--- src/rtl/park_disp_sched.sv ---
`default_nettype none
// ============================================================================
//  Module   : park_disp_sched
//  Purpose  : Parking-lot occupancy controller with a multiplexed display.
//             It detects entry and exit sensor edges, keeps the free-space
//             count in 2-digit BCD, and drives one shared hex-to-7-segment
//             decoder across 4 digit positions:
//               slot 0 = ones, slot 1 = tens,
//               slot 2 = status (F full / A not full), slot 3 = event code.
//  Options  : PARK_DISP_BLANK_GUARD_EN - when this macro is defined, every
//             digit switch is preceded by one blank cycle (digit_en = 0).
//  Revision : 1.0 - initial release
// ============================================================================
module park_disp_sched #(
  parameter int CAPACITY    = 20,
  parameter int REFRESH_DIV = 50000
) (
  input  logic       clock,
  input  logic       reset,
  input  logic       car_in,
  input  logic       car_out,
  output logic [3:0] nib_out,
  output logic [3:0] digit_en,
  output logic [7:0] free_bcd,
  output logic       full,
  output logic       empty
);

  localparam int              DIV_W    = $clog2(REFRESH_DIV);
  localparam logic [DIV_W-1:0] DIV_LAST = DIV_W'(REFRESH_DIV - 1);
  localparam logic [DIV_W-1:0] DIV_ONE  = DIV_W'(1);
  localparam logic [7:0]      CAP_BCD  = {4'(CAPACITY / 10), 4'(CAPACITY % 10)};

  localparam logic [3:0] EVT_NONE = 4'h0;
  localparam logic [3:0] EVT_IN   = 4'h1;
  localparam logic [3:0] EVT_OUT  = 4'h2;
  localparam logic [3:0] EVT_BOTH = 4'hC;
  localparam logic [3:0] EVT_REJ  = 4'hE;

  localparam logic [3:0] STAT_FULL = 4'hF;
  localparam logic [3:0] STAT_AVL  = 4'hA;

  logic             car_in_q, car_out_q;
  logic [7:0]       free_q, free_d;
  logic             full_q, full_d;
  logic             empty_q, empty_d;
  logic [3:0]       evt_q, evt_d;
  logic [DIV_W-1:0] div_q, div_d;
  logic [1:0]       idx_q, idx_d;
  logic [3:0]       nib_q, nib_d;
  logic [3:0]       den_q, den_d;
  logic             in_ev, out_ev, tick;
`ifdef PARK_DISP_BLANK_GUARD_EN
  logic             guard_q, guard_d;
`endif

  // BCD decrement: borrow from tens when the ones digit is zero.
  function automatic logic [7:0] bcd_dec(input logic [7:0] v);
    if (v[3:0] == 4'd0) bcd_dec = {v[7:4] - 4'd1, 4'd9};
    else                bcd_dec = {v[7:4], v[3:0] - 4'd1};
  endfunction

  // BCD increment: carry into tens when the ones digit is nine.
  function automatic logic [7:0] bcd_inc(input logic [7:0] v);
    if (v[3:0] == 4'd9) bcd_inc = {v[7:4] + 4'd1, 4'd0};
    else                bcd_inc = {v[7:4], v[3:0] + 4'd1};
  endfunction

  // Occupancy update: sensor edges adjust the count and record an event code.
  always_comb begin
    in_ev  = car_in  & ~car_in_q;
    out_ev = car_out & ~car_out_q;
    free_d = free_q;
    evt_d  = evt_q;
    case ({in_ev, out_ev})
      2'b10: begin
        if (free_q != 8'h00) begin
          free_d = bcd_dec(free_q);
          evt_d  = EVT_IN;
        end else begin
          evt_d  = EVT_REJ;
        end
      end
      2'b01: begin
        if (free_q != CAP_BCD) begin
          free_d = bcd_inc(free_q);
          evt_d  = EVT_OUT;
        end else begin
          evt_d  = EVT_REJ;
        end
      end
      2'b11:   evt_d = EVT_BOTH;
      default: evt_d = evt_q;
    endcase
    full_d  = (free_d == 8'h00);
    empty_d = (free_d == CAP_BCD);
  end

  // Scanner: divider wrap advances the slot; the display reloads every cycle
  // from the current slot so count changes show without waiting for a tick.
  always_comb begin
    tick  = (div_q == DIV_LAST);
    div_d = tick ? '0 : div_q + DIV_ONE;
    idx_d = tick ? idx_q + 2'd1 : idx_q;
    case (idx_q)
      2'd0:    nib_d = free_q[3:0];
      2'd1:    nib_d = free_q[7:4];
      2'd2:    nib_d = full_q ? STAT_FULL : STAT_AVL;
      default: nib_d = evt_q;
    endcase
    den_d = 4'b0001 << idx_q;
`ifdef PARK_DISP_BLANK_GUARD_EN
    // The nibble changes first; the enable follows one cycle later.
    guard_d = tick;
    if (guard_q) den_d = 4'b0000;
`endif
  end

  // State register with synchronous reset; sensor history clears too so a
  // level still high after reset is seen as a fresh edge.
  always_ff @(posedge clock) begin
    if (reset) begin
      car_in_q  <= 1'b0;
      car_out_q <= 1'b0;
      free_q    <= CAP_BCD;
      full_q    <= 1'b0;
      empty_q   <= 1'b1;
      evt_q     <= EVT_NONE;
      div_q     <= '0;
      idx_q     <= 2'd0;
      nib_q     <= 4'h0;
      den_q     <= 4'b0000;
`ifdef PARK_DISP_BLANK_GUARD_EN
      guard_q   <= 1'b0;
`endif
    end else begin
      car_in_q  <= car_in;
      car_out_q <= car_out;
      free_q    <= free_d;
      full_q    <= full_d;
      empty_q   <= empty_d;
      evt_q     <= evt_d;
      div_q     <= div_d;
      idx_q     <= idx_d;
      nib_q     <= nib_d;
      den_q     <= den_d;
`ifdef PARK_DISP_BLANK_GUARD_EN
      guard_q   <= guard_d;
`endif
    end
  end

  assign nib_out  = nib_q;
  assign digit_en = den_q;
  assign free_bcd = free_q;
  assign full     = full_q;
  assign empty    = empty_q;

endmodule
`default_nettype wire

--- config.mk ---
export PLATFORM = sky130hd
export DESIGN_NAME = park_disp_sched
export DESIGN_NICKNAME = d
export VERILOG_FILES = /design/src/rtl/park_disp_sched.sv
export SDC_FILE = /design/constraint.sdc
export NUM_CORES = 1
export LEC_CHECK = 0
export CAP_MARGIN = 20
export CORE_ASPECT_RATIO = 0.5
export CORE_UTILIZATION = 50
export CTS_CLUSTER_SIZE = 20
export DETAILED_ROUTE_END_ITERATION = 8
export HOLD_SLACK_MARGIN = 0.1
export PLACE_DENSITY = 0.71
export SYNTH_ARGS = -nofsm -noshare
export SYNTH_HDL_FRONTEND = slang
export SYNTH_SLANG_ARGS = --single-unit
export TNS_END_PERCENT = 20
--- constraint.sdc ---
create_clock -name clock -period 3.5 [get_ports clock]
set_input_delay 0.7 -clock clock [delete_from_list [all_inputs] [get_ports clock]]
set_output_delay 0.7 -clock clock [all_outputs]
set_load 0.02 [all_outputs]
==> results.md <==
* Total grt overflow at 0
* Final wirelength at between 4000 and 5000 um
* Endpoints failing hold at 0
* Post-synthesis cell count at 261
* Yosys warns at 0
* Finished Layout Cells at 334
* Register area at around 820 um2
* Post-CTS Repair Setup Buffers at 0
* Post-route ant nets at 0
* Synth Area in Adders at 0.09081
* Net total in the final layout at 299
* Unique masters post-synth at 51
* Post-synth EDFFs at 0
* XOR/XNOR share of the synthesized area at 0.06356
* Ys flop type: dfxtp_1
* Via count at 1,877
* R2R cell count at 8
* Syn_nets at approximately 280
* Global-route wire length before repair at about 8000 um
* CTS Buffer Depth at 2
* Tot Pwr at ~1000 uW
* Fin crit period at 2846 ps
* Worst Path Required at ~3700 ps
* Root Buffer: clkbuf_8
* Diodes inserted at 0
* Clock skew at just over 5 ps
* Cell Area, Synth at roughly 2200 um2
* Multiplexer share of the synthesized area at 0.009081
* Hold Buf Count CTS at 0
* Sink Count at 41
* Clock Latency Late Sink at ~300 ps
* Via-to-Cell Ratio at about 5.6
* Yosys reg bits at 41
* Die height at approximately 50 um
* Post-CTS Resized at 0
* DRC Markers at 0
* Share of cells above drive strength 1 at 0.06786
* Vias in the first global route at ~1.7k
* Area Growth Syn to Fin at 14.25%
* Core ar. at just over 4000 um2
* First-pass DRT Iterations at 5
* First DRT Iteration DRCs at between 70 and 80
* CTS tree: done
* Max_slew headroom at 0.6212
* CP arrival at approximately 3000 ps
* Main combinational cell family by area after synthesis: simple AND/OR/NAND/NOR gates
* Compound-gate portion of the synthesized area at 0.1459
* GP Congestion at around 0.98
* Buffers on Ports at 21
* CTS buffer count at 5
* Core Util, Final at 0.6198
* Die area at ~4700 um2
* Syn_area_per_cell at approximately 8.4 um2
* Fillers at 360
* Total GRT Usage at 0.2282
* Setup CP Type: in -> reg
* FFs w/ async S/R, synth at 0
* PD cells at 408.2 nW/um2
* RSZ-0062 raised after global routing: false
* Crit. End Element: flip-flop
* Worst vdd ir at about 180 uV
* Slew Limit Fails at 0
* Chip width at 95.91 um
* Clock-pin slew on the worst setup and hold paths at roughly 80 ps
* Initial antenna violation count at 0
* Finish-stage setup viols at 0
* Worst slew pin tran at 563.4 ps
* Post-DP HPWL at approximately 3500 um
* Routed len/inst at ~14 um
* Largest net degree at the start of global routing at 21
* Maxcap violations at 0
* Worst-path fanout max at 13
* Worst setup SP type: input pin
* Max Freq at 0.3514 GHz
* Hold WC Path Type: reg -> reg
* Starting Density at 0.5425
* Hold path cells at 1
* Placed insts at 326
* H-tree depth at 2
* I/O pin total at 22
* FP Rows at 16
* Simple-gate share of the synthesized area at 0.2605
* Leakage power at between 0.0009 and 0.001 uW
* Status: completed
* Sequential element share of the synthesized area at 0.3723
* Final setup TNS at 0 ps
* Part of the cycle the worst path needs at 0.8130
* Area of the multi-input gates at 1256 um2
## synthesized netlist by cell type (5+ instances only)
cell type  count  share of area
xnor2_1        7          0.028
inv_1         16          0.027
xor2_1         9          0.036
clkbuf_1       5         0.0085
nor2_1        37          0.063
ha_1          16          0.091
nand3_1       14          0.032
dfxtp_1       41           0.37
nand2_1       23          0.039
a21oi_1       15          0.034
and3_1         5          0.014
nor3_1        10          0.023
## metrics by stage
step	worst slack (ps)	instance area [um2]	hold WS [ps]
floorplan	1128	2205	413.2
global placement	394.0	2422	426.5
detailed placement	371.6	2422	456.9
CTS	688.9	2519	468.9
global route	492.1	2519	491.5
finish	654.5	2519	473.7
## power breakdown
| group | switching (uW) | internal [uW] |
|---|---|---|
| clock | 167 | 160 |
| sequential | 22.4 | 485 |
| combinational | 114 | 80.0 |
| total | 303 | 725 |
## final timing paths
kind               startpoint       end  slack [ps]
hold / removal       div_q[0]  div_q[0]         470
setup reg to reg  free_bcd[1]     empty        1040
setup / recovery      car_out     empty         650
hold reg to reg      div_q[0]  div_q[0]         470
## cell type report
| class | count | share of cell area |
|---|---|---|
| clock buffers | 6 | 0.03279 |
| multi-input cells | 193 | 0.4988 |
| flip-flops and latches | 41 | 0.3259 |
| clock inverters | 2 | 0.005464 |
| inverters | 16 | 0.02384 |
| repair buffers | 22 | 0.08644 |
| well taps | 54 | 0.02683 |
## worst max-delay path, stage by stage
cell and delay [ps]:
clkdlybuf4s50_1 470, nand2b_1 160, ha_1 560, nand2_1 120, a31o_2 240, a2111oi_0 450, a211oi_2 90, nand4_2 140
o41ai_2 70
## layer usage
layer  track usage  share of wire  vias to the layer above
met2        0.3417           0.46                       61
met5             0              0                        -
met1        0.3121           0.46                      864
met4        0.1020          0.016                        0
li1              -              -                      939
met3       0.05296          0.057                       13
## kinds of logic after synthesis
kind of cell             after synthesis
AND/OR/NAND/NOR                      114
AO/OA/AOI/OAI                         45
flip-flops                            41
buffers and inverters                 27
XOR/XNOR                              16
adder cells (fa/ha/maj)               16
multiplexers                           2
## flip-flops by register name, indices dropped and copies added, names as in the netlist, 2 cells and up
name / flops
nib_out: 4
digit_en: 4
div_q: 16
free_bcd: 8
idx_q: 2
evt_q: 3
## layout by cell type, fill, tap and decap left out, drive strengths merged, types with 4 or more instances in the layout
cell	n
nand2	24
a21oi	15
nand2b	4
nor3	10
nor2	37
xnor2	7
ha	16
and3	5
xor2	9
o21ai	5
dfxtp	41
nand4	4
inv	16
clkdlybuf4s50	21
clkbuf	6
nand3	14
a211oi	4
nor3b	4
No activity file was read; power rests on OpenSTA's default activity.
